### src/rtl/cpu_types_pkg.sv
// Shared CPU type definitions.
// Provides the word, register-number and ALU-op types used across the
// pipeline, the ID/EX latch state enum, and the control bundle carried by
// the ID/EX and EX/MEM pipeline registers.
package cpu_types_pkg;

    localparam int WORD_W = 32;
    localparam int REG_W  = 5;
    localparam int AOP_W  = 4;

    typedef logic [WORD_W-1:0] word_t;
    typedef logic [REG_W-1:0]  regbits_t;

    typedef enum logic [AOP_W-1:0] {
        ALU_SLL  = 4'd0,
        ALU_SRL  = 4'd1,
        ALU_ADD  = 4'd2,
        ALU_SUB  = 4'd3,
        ALU_AND  = 4'd4,
        ALU_OR   = 4'd5,
        ALU_XOR  = 4'd6,
        ALU_NOR  = 4'd7,
        ALU_SLT  = 4'd8,
        ALU_SLTU = 4'd9
    } aluop_t;

    // RUN: normal operation. HALTED: a halt instruction has entered EX;
    // only reset leaves this state.
    typedef enum logic {
        RUN    = 1'b0,
        HALTED = 1'b1
    } latch_state_t;

    // Decoded control bundle, shared by the ID/EX and EX/MEM latches.
    typedef struct packed {
        logic   regWrite;
        logic   memRead;
        logic   memWrite;
        logic   aluSrc;
        logic   halt;
        aluop_t aluop;
    } id_ex_ctrl_t;

endpackage

### src/rtl/load_use_detect.sv
// Combinational load-use hazard detector.
// Flags an instruction in ID that reads the destination of a load still in
// EX; the loaded value is not available for forwarding until after MEM.
//   ex_valid, ex_memRead, ex_dest : the instruction currently in EX
//   id_valid, id_rs, id_rt,
//   id_usesRt                     : the instruction currently in ID
//   lu                            : ID must wait one cycle
module load_use_detect
    import cpu_types_pkg::*;
(
    input  logic     ex_valid,
    input  logic     ex_memRead,
    input  regbits_t ex_dest,
    input  logic     id_valid,
    input  regbits_t id_rs,
    input  regbits_t id_rt,
    input  logic     id_usesRt,
    output logic     lu
);

    logic rs_match;
    logic rt_match;

    // Register zero is hard-wired, so a load targeting it never creates a hazard.
    assign rs_match = (ex_dest == id_rs);
    assign rt_match = id_usesRt & (ex_dest == id_rt);
    assign lu       = ex_valid & ex_memRead & (ex_dest != '0)
                    & (rs_match | rt_match) & id_valid;

endmodule

### src/rtl/id_ex_latch.sv
// ID/EX pipeline register.
// Captures the decoded instruction and its forwarded operands into EX,
// inserts bubbles on flush, load-use hazard, empty ID or after a halt, holds
// everything while the pipeline is frozen (no ihit or MEM waiting), tracks a
// sticky halt state and counts flush/load-use bubbles.
//   CLK, nRST            : clock, asynchronous active-low reset
//   ihit, mem_wait       : advance when ihit & ~mem_wait
//   flush                : squash the instruction in ID
//   id_*                 : decoded instruction and forwarded operands
//   ex_*                 : registered copy presented to EX
//   id_hold              : IF/ID must not advance (load-use or halted)
//   bubble_cnt           : saturating count of flush/load-use bubbles
module id_ex_latch
    import cpu_types_pkg::*;
#(
    parameter int CNT_W = 16
)(
    input  logic             CLK,
    input  logic             nRST,
    input  logic             ihit,
    input  logic             mem_wait,
    input  logic             flush,
    input  logic             id_valid,
    input  regbits_t         id_rs,
    input  regbits_t         id_rt,
    input  regbits_t         id_dest,
    input  logic             id_usesRt,
    input  logic             id_regWrite,
    input  logic             id_memRead,
    input  logic             id_memWrite,
    input  logic             id_aluSrc,
    input  logic             id_halt,
    input  aluop_t           id_aluop,
    input  word_t            id_imm,
    input  word_t            id_pc,
    input  word_t            id_opA,
    input  word_t            id_opB,
    output logic             ex_valid,
    output logic             ex_regWrite,
    output logic             ex_memRead,
    output logic             ex_memWrite,
    output logic             ex_aluSrc,
    output logic             ex_halt,
    output regbits_t         ex_rs,
    output regbits_t         ex_rt,
    output regbits_t         ex_dest,
    output aluop_t           ex_aluop,
    output word_t            ex_imm,
    output word_t            ex_pc,
    output word_t            ex_opA,
    output word_t            ex_opB,
    output logic             id_hold,
    output logic [CNT_W-1:0] bubble_cnt
);

    function automatic logic [CNT_W-1:0] sat_inc(input logic [CNT_W-1:0] v);
        logic [CNT_W-1:0] one;
        one = {{(CNT_W-1){1'b0}}, 1'b1};
        return (&v) ? v : v + one;
    endfunction

    latch_state_t state, state_next;
    id_ex_ctrl_t  ctrl_q, ctrl_d;
    logic         valid_q;
    regbits_t     rs_q, rt_q, dest_q;
    word_t        imm_q, pc_q, opA_q, opB_q;
    logic [CNT_W-1:0] cnt_q;

    logic adv;
    logic lu;
    logic halted;
    logic take_bubble;
    logic count_bubble;

    load_use_detect u_lu (
        .ex_valid   (valid_q),
        .ex_memRead (ctrl_q.memRead),
        .ex_dest    (dest_q),
        .id_valid   (id_valid),
        .id_rs      (id_rs),
        .id_rt      (id_rt),
        .id_usesRt  (id_usesRt),
        .lu         (lu)
    );

    assign adv    = ihit & ~mem_wait;
    assign halted = (state == HALTED);

    assign take_bubble = flush | halted | lu | ~id_valid;
    // Only flush and load-use bubbles are lost work. With flush highest
    // priority, a flush still counts while halted; a hazard while halted does not.
    assign count_bubble = flush | (~halted & lu);

    assign id_hold = lu | halted;

    assign ctrl_d = '{
        regWrite: id_regWrite,
        memRead:  id_memRead,
        memWrite: id_memWrite,
        aluSrc:   id_aluSrc,
        halt:     id_halt,
        aluop:    id_aluop
    };

    // State register
    always_ff @(posedge CLK or negedge nRST) begin
        if (!nRST) begin
            state <= RUN;
        end else begin
            state <= state_next;
        end
    end

    always_comb begin
        state_next = state;
        if ((state == RUN) && adv && !take_bubble && id_halt) begin
            state_next = HALTED;
        end
    end

    // ID -> EX register stage
    always_ff @(posedge CLK or negedge nRST) begin
        if (!nRST) begin
            valid_q <= 1'b0;
            ctrl_q  <= '0;
            rs_q    <= '0;
            rt_q    <= '0;
            dest_q  <= '0;
            imm_q   <= '0;
            pc_q    <= '0;
            opA_q   <= '0;
            opB_q   <= '0;
        end else if (adv) begin
            if (take_bubble) begin
                valid_q     <= 1'b0;
                ctrl_q      <= '0;
                // Once halted, EX keeps signalling halt through every bubble.
                ctrl_q.halt <= halted;
                rs_q        <= '0;
                rt_q        <= '0;
                dest_q      <= '0;
                imm_q       <= '0;
                pc_q        <= '0;
                opA_q       <= '0;
                opB_q       <= '0;
            end else begin
                valid_q <= 1'b1;
                ctrl_q  <= ctrl_d;
                rs_q    <= id_rs;
                rt_q    <= id_rt;
                dest_q  <= id_dest;
                imm_q   <= id_imm;
                pc_q    <= id_pc;
                opA_q   <= id_opA;
                opB_q   <= id_opB;
            end
        end
    end

    always_ff @(posedge CLK or negedge nRST) begin
        if (!nRST) begin
            cnt_q <= '0;
        end else if (adv && count_bubble) begin
            cnt_q <= sat_inc(cnt_q);
        end
    end

    assign ex_valid    = valid_q;
    assign ex_regWrite = ctrl_q.regWrite;
    assign ex_memRead  = ctrl_q.memRead;
    assign ex_memWrite = ctrl_q.memWrite;
    assign ex_aluSrc   = ctrl_q.aluSrc;
    assign ex_halt     = ctrl_q.halt;
    assign ex_aluop    = ctrl_q.aluop;
    assign ex_rs       = rs_q;
    assign ex_rt       = rt_q;
    assign ex_dest     = dest_q;
    assign ex_imm      = imm_q;
    assign ex_pc       = pc_q;
    assign ex_opA      = opA_q;
    assign ex_opB      = opB_q;
    assign bubble_cnt  = cnt_q;

endmodule

### config.mk
export PLATFORM = sky130hd
export DESIGN_NAME = id_ex_latch
export DESIGN_NICKNAME = d
export VERILOG_FILES = /design/src/rtl/cpu_types_pkg.sv /design/src/rtl/load_use_detect.sv /design/src/rtl/id_ex_latch.sv
export SDC_FILE = /design/constraint.sdc
export NUM_CORES = 1
export LEC_CHECK = 0
export ABC_AREA = 0
export CAP_MARGIN = 40
export CORE_MARGIN = 2
export CORE_UTILIZATION = 40
export DETAILED_ROUTE_END_ITERATION = 8
export HOLD_SLACK_MARGIN = 0.06
export PLACE_DENSITY = 0.84
export SETUP_SLACK_MARGIN = 0.5
export SLEW_MARGIN = 40
export SYNTH_ARGS = -nofsm -noshare
export SYNTH_HDL_FRONTEND = slang
export SYNTH_SLANG_ARGS = --single-unit
### constraint.sdc
create_clock -name CLK -period 2.33 [get_ports CLK]
set_input_delay 0.233 -clock CLK [delete_from_list [all_inputs] [get_ports CLK]]
set_output_delay 0.233 -clock CLK [all_outputs]
set_load 0.02 [all_outputs]
== Word level (Yosys, flattened, before mapping) ==
Index checks and enable logic that the tools add are counted.
Widths: inputs -> output; s select.

* Register bits after elaboration: 170
* Latch bits: 0
* Bits in writable memories: 0
* Memory bits (read-only): 0
* Input port bits: 159
* Output and inout bits: 170
* Word-level logic and storage cells: 53
* Memories kept: 0

* Add/subtract/negate cells: 1
* Multipliers: 0
* Divide/modulo/power cells: 0
* Magnitude comparators: 0
* Eq/ne operators: 2
* Shift-type cells: 0
* Multiplexer cells: 9
* Bitwise logic cells: 17
* Reductions and logical operators: 8

{| class="wikitable"
|+ Operator list
! operator !! number
|-
| $mux 32 || 4
|-
| $add 16x1->16 const B || 1
|-
| $reduce_and 16->1 || 1
|-
| $mux 5 || 3
|-
| $eq 5x5->1 || 2
|-
| $mux 9 || 1
|-
| $and 1x1->1 || 7
|-
| $or 1x1->1 || 6
|-
| $reduce_bool 5->1 || 1
|-
| $logic_and 1x1->1 || 4
|-
| $not 1->1 || 4
|-
| $reduce_and 2->1 || 1
|-
| $logic_not 1->1 || 1
|-
| $mux 1 || 1
|}

== Depth between registers and ports, before layout ==
* Depth in word-level cells: 10
* Depth in mapped cells: 8
* Gate-level depth less buffers: 6

== By module ==
From an unflattened synthesis, not the netlist that was laid out.

* Cells, all modules: 442
* Area, all modules: 6317.3 µm²

{| class="wikitable"
|+ Modules (own cells, without submodules)
! module !! instances !! cells an instance !! area an instance (µm²) !! sequential area each (µm²)
|-
| id_ex_latch || 1 || 425 || 6187.2 || 4254.1
|-
| load_use_detect || 1 || 17 || 130.1 || 0.0
|}

== Least setup slack after synthesis ==
No wires, ideal clock.

* Path type: flip-flop to flip-flop
* Start: reg dest_q[3], in the netlist ex_dest[3]
* End: reg cnt_q[1], in the netlist bubble_cnt[1]
* Library setup time: 0.128 ns
* Arrival: 2.017 ns
* Required time: 2.202 ns
* Setup slack: 0.186 ns
* Stages on the path, launching flop included: 7
* Buffers on the path: 0
* Period minus slack after synthesis: 2.144 ns
* Path through: dfrtp_1 -> xor2_1 -> nor4_1 -> a32oi_1 -> o31a_1 -> or2_1 -> mux2_1

* Longest elaborated chain between the ends: 9
* Elaborated cells on any way between the ends: 12
* Classes of those cells: eq/ne (2); bitwise (7); reduce/logical (3)

{| class="wikitable"
|+ RTL lines
! element !! line !! text
|-
| start, declared || id_ex_latch.sv:65 || <nowiki>regbits_t rs_q, rt_q, dest_q;</nowiki>
|-
| start signal, assigned || id_ex_latch.sv:151 || <nowiki>dest_q <= id_dest;</nowiki>
|-
| $eq 5x5->1 || load_use_detect.sv:26 || <nowiki>assign rt_match = id_usesRt & (ex_dest == id_rt);</nowiki>
|-
| $and 1x1->1 || load_use_detect.sv:26 ||
|-
| $or 1x1->1 || load_use_detect.sv:28 || <nowiki>& (rs_match | rt_match) & id_valid;</nowiki>
|-
| $and 1x1->1 * (2 in series) || load_use_detect.sv:28 ||
|-
| $and 1x1->1 * || id_ex_latch.sv:92 || <nowiki>assign count_bubble = flush | (~halted & lu);</nowiki>
|-
| $or 1x1->1 * || id_ex_latch.sv:92 ||
|-
| $logic_and 1x1->1 * || id_ex_latch.sv:163 || <nowiki>end else if (adv && count_bubble) begin</nowiki>
|-
| $reduce_and 2->1 (no line) * || -- ||
|-
| end signal, assigned || id_ex_latch.sv:164 || <nowiki>cnt_q <= sat_inc(cnt_q);</nowiki>
|-
| end, declared || id_ex_latch.sv:67 || <nowiki>logic [CNT_W-1:0] cnt_q;</nowiki>
|}

Mark *: on every way between the ends. The rest lies on a longest branch, timed or not.
A chain may end at the register's enable or synchronous reset.

== Worst setup path in the final report ==
* Start: reg dest_q[2], in the netlist ex_dest[2]
* End: reg opB_q[11], in the netlist ex_opB[11]

* Longest elaborated chain between the ends: 8
* Elaborated cells on any way between the ends: 11
* Classes of those cells: eq/ne (2); mux (1); bitwise (7); reduce/logical (1)

{| class="wikitable"
|+ RTL lines
! element !! line !! text
|-
| $eq 5x5->1 || load_use_detect.sv:26 ||
|-
| $and 1x1->1 || load_use_detect.sv:26 ||
|-
| $or 1x1->1 || load_use_detect.sv:28 ||
|-
| $and 1x1->1 * (2 in series) || load_use_detect.sv:28 ||
|-
| $or 1x1->1 * (2 in series) || id_ex_latch.sv:89 || <nowiki>assign take_bubble = flush | halted | lu | ~id_valid;</nowiki>
|-
| $mux 32 * || id_ex_latch.sv:134 || <nowiki>if (take_bubble) begin</nowiki>
|-
| end signal, assigned || id_ex_latch.sv:155 || <nowiki>opB_q <= id_opB;</nowiki>
|-
| end, declared || id_ex_latch.sv:66 || <nowiki>word_t imm_q, pc_q, opA_q, opB_q;</nowiki>
|}

Marked as above.

==> run summary <==
The flow ran to the end, but the final reports show violations. The checks that failed: negative setup slack. The power density over the cells is 688 mW/mm^2. The placeable core region came out at 0.0157 sq mm. The total global routing overflow is 0.

The maximum clock path buffer count came out at 2. In this run the cell area of the synthesized design comes to 0.00636 sq mm. The CTS sink count came out at 170. In this run, synthesis produced a sequential element count of 170. The detailed router put a total of 8.39 mm of wire on met1.

Setup slack on the critical path of the routed design comes to -0.0371 ns. Input and output buffers added on the ports amount to 328. The static power due to leakage is 5.08 nW. The routed design uses 1.43 mm of met3 wire. The share of flip-flops with an asynchronous set or reset is 100%. The most used flip-flop cell after synthesis is sky130_fd_sc_hd__dfrtp_1. Data on the critical path is required at its endpoint by 2.63 ns. The iteration count of the initial detailed-routing pass is 5. The area added between synthesis and finish came out at 78.9%. The final net count is 961.

The post-route DRC violation count is 0. The post-layout total power is 7.83 mW. The worst-margin pin slew came out at 0.731 ns.

The total wire length is 22.3 mm. By area the synthesized netlist is led by sky130_fd_sc_hd__dfrtp_1 (67%), sky130_fd_sc_hd__a22o_1 (21%), sky130_fd_sc_hd__xor2_1 (2.6%). The number of rows created at floorplan is 46. The remaining number of nets flagged by the antenna check after routing is 0. The number of standard cells after synthesis came out at 441. The pin count of the biggest net entering global routing came out at 79. The path class of the tightest hold or removal check is input pin to async pin. The worst-case clock skew came out at 0.0116 ns. The startpoint-to-endpoint class of the critical path is register to register.

The tightest hold path in the finished design has a slack of 0.403 ns. The ratio of final minimum period to clock period came out at 102%. The share of cells above drive strength 1 is 14.3%. The yosys synthesis warning count came out at 0. The sort of element at the end of the critical path is a register.

The die span in x is 130 um. The number of cells on the worst reg-to-reg path is 10. Sequential elements use 66.9% of the synthesized area. The distinct cell type count of the synthesized netlist came out at 36. For this block, the initial DRC count from the detailed router was 278. The synthesized design spends more area on one cell type than any other, namely sky130_fd_sc_hd__dfrtp_1. The average wire per cell in the routed design is 21.7 um. In this run the critical register-to-register path is captured at ex_opB[11]$_DFFE_PN0P_. The number of flops mapped to enable cells by yosys is 0.

The global router's overall resource usage is 26.0%. The wire length of the first global-routing pass came out at 33.0 mm. The total clock buffers created by CTS came out at 17. The max-slew headroom at the worst pin is 51.3%. CTS placed an instance of sky130_fd_sc_hd__clkbuf_16 at the clock tree root. Setup repair after global routing could not meet its margin everywhere. TritonCTS built the clock tree. The reported max-cap violation count is 0. The post-synthesis average cell area is 14.4 sq um. Counting instances in the post-synthesis netlist gives the leading cell types as sky130_fd_sc_hd__dfrtp_1 (170), sky130_fd_sc_hd__a22o_1 (151), sky130_fd_sc_hd__clkbuf_1 (21), sky130_fd_sc_hd__xor2_1 (19), sky130_fd_sc_hd__buf_2 (11).

Yosys instantiated no cell more often than sky130_fd_sc_hd__dfrtp_1. The highest metal layer with signal wires is met4. The floorplan die area came out at 0.0169 sq mm.

The repair_antennas step left the layout with diodes totalling 0. From bottom edge to top edge, the die measures 130 um. STA puts the critical path data arrival time at 2.67 ns. IR analysis of the VDD net gives a maximum drop of 0.498 mV. The initial antenna violation count was 0. The per-cell via count in the routed design came out at 5.36. The met2 wire length is 11.8 mm. The worst-path maximum fanout is 7. The number of failing hold endpoints at the final stage is 0.

The max-slew violation count came out at 0. The synthesized net count came out at 601. The total half-perimeter wirelength after legalization and detailed placement is 14.2 mm. The source-to-sink clock delay at the later pin of the worst-skew pair came out at 0.42 ns. The number of global-route vias before repair came out at 5875. In this run the critical register-to-register path is launched from ex_dest[2]$_DFFE_PN0P_. After synthesis, the largest area contributor takes up 66.9% of total cell area. The final route contains 5518 vias. The I/O pin total came out at 329. Based on the critical path, the design can be clocked at up to 422 MHz. Setup slack on the worst reg-to-reg path comes out at -0.04 ns. The starting density of the core is 40.5%. The final count of negative-setup-slack endpoints is 24. CTS built an H-tree with a depth of 4. The clock-pin transition on the worst setup and hold timing paths came out at 0.06 ns. The startpoint class of the critical path is a register. The congestion estimate from routability-driven global placement came to 0.861. The worst path in the final design needs a cycle of 2.37 ns, including I/O delays and setup.
-- sequential cells by signal, indices dropped and copies added (netlist names), 4 cells and up --
register / cells
ex_opB: 32
ex_imm: 32
ex_dest: 5
ex_pc: 32
ex_rt: 5
bubble_cnt: 16
ex_rs: 5
ex_opA: 32
ex_aluop: 4
-- kinds of logic (layout without fill, tap and decap cells) --
group                    Yosys count  after routing  synth area share, %
AND/OR/NAND/NOR                   48             48                 4.74
XOR/XNOR                          22             22                 3.03
AO/OA/AOI/OAI                    160            160                 21.9
multiplexers                       4              4                0.709
adder cells (fa/ha/maj)            1              1                0.197
flip-flops                       170            170                 66.9
buffers and inverters             36            409                 2.52
-- critical path, stage by stage (launching register included) --
cell and delay (ns):
sky130_fd_sc_hd__dfrtp_2 0.46, sky130_fd_sc_hd__xor2_1 0.18, sky130_fd_sc_hd__nor4_2 0.39, sky130_fd_sc_hd__a32oi_2 0.19, sky130_fd_sc_hd__nor3_2 0.16, sky130_fd_sc_hd__buf_4 0.15
sky130_fd_sc_hd__a21oi_4 0.07, sky130_fd_sc_hd__clkbuf_16 0.18, sky130_fd_sc_hd__buf_12 0.14, sky130_fd_sc_hd__buf_16 0.13, sky130_fd_sc_hd__a22o_1 0.20
-- repair_timing --
item	4_1_cts	5_1_grt
gates resized for setup	30	13
gates cloned	13	0
endpoints found under the hold margin	73	0
endpoints found under the setup margin	172	172
buffers inserted	10	4
pin swaps	12	11
hold buffers	1	0
-- metrics by stage --
step / utilization (%) / cells / setup WS [ns] / setup TNS, ns / area, sq um
final: 72.4 / 1030 / -0.0371 / -0.287 / 11400
after global routing: 72.4 / 1030 / -0.102 / -7.27 / 11400
after floorplan: - / 441 / 0.296 / 0 / 6450
after CTS: 71.6 / 1026 / 0.0499 / 0 / 11200
after detailed placement: 63.9 / 970 / -0.195 / -3.83 / 10000
after global placement: 63.9 / 970 / -0.142 / -0.602 / 10000
-- cell type report --
cell class                 count  area [sq um]
clock buffer                  23           488
clock inverter                 9           111
fill                        1012          4340
inverter                       2          7.51
multi-input combinational    235          2120
sequential                   170          4260
tap                          216           270
timing repair buffer         375          4110
-- per-layer routing --
metal	up-vias	GRT usage, %
met2	234	45.0
met3	50	7.91
li1	2402	-
met4	0	11.3
met5	-	0
met1	2832	30.0
-- cell usage in the layout (no fill, tap or decap), drive strengths merged --
cell type / Yosys / layout
clkdlybuf4s50: 0 / 326
dfrtp: 170 / 170
a22o: 151 / 151
buf: 13 / 44
clkbuf: 21 / 25
xor2: 19 / 19
nor3: 10 / 10
nand2: 8 / 8
nor2: 6 / 6
nand3: 5 / 5
mux2: 4 / 4
inv: 2 / 4
a21o: 3 / 3
xnor2: 3 / 3
or4: 3 / 3
nor4: 3 / 3
clkinv: 0 / 3
and3: 2 / 2
nand4: 2 / 2
o21ai: 2 / 2
nor3b: 2 / 2
bufinv: 0 / 2
clkinvlp: 0 / 2
bufbuf: 0 / 2
nand2b: 2 / 2
or2: 2 / 2
a32oi: 1 / 1
a21oi: 1 / 1
nor2b: 1 / 1
o31a: 1 / 1
or3: 1 / 1
nor4b: 1 / 1
o2bb2ai: 1 / 1
ha: 1 / 1
dlygate4sd3: 0 / 1
-- worst max path at each step --
stage,slack [ns],cells past startpoint,from,endpoint
2_1_floorplan,0.30,7,ex_dest[1]$_DFFE_PN0P_,ex_opA[10]$_DFFE_PN0P_
3_3_place_gp,-0.14,7,id_rt[2],id_hold
3_5_place_dp,-0.19,8,id_rt[1],bubble_cnt[13]$_DFFE_PN0P_
4_1_cts,0.05,6,ex_dest[3]$_DFFE_PN0P_,id_hold
5_1_grt,-0.10,10,ex_dest[2]$_DFFE_PN0P_,ex_opB[30]$_DFFE_PN0P_
6_report,-0.04,10,ex_dest[2]$_DFFE_PN0P_,ex_opB[11]$_DFFE_PN0P_
-- power by group --
| part | leakage, nW | switching (mW) | internal [mW] |
|---|---|---|---|
| clock | 0.290 | 1.16 | 1.70 |
| sequential | 2.30 | 0.198 | 3.18 |
| combinational | 2.48 | 0.718 | 0.877 |
| total | 5.08 | 2.07 | 5.75 |
No activity file was read; power rests on OpenSTA's default activity.
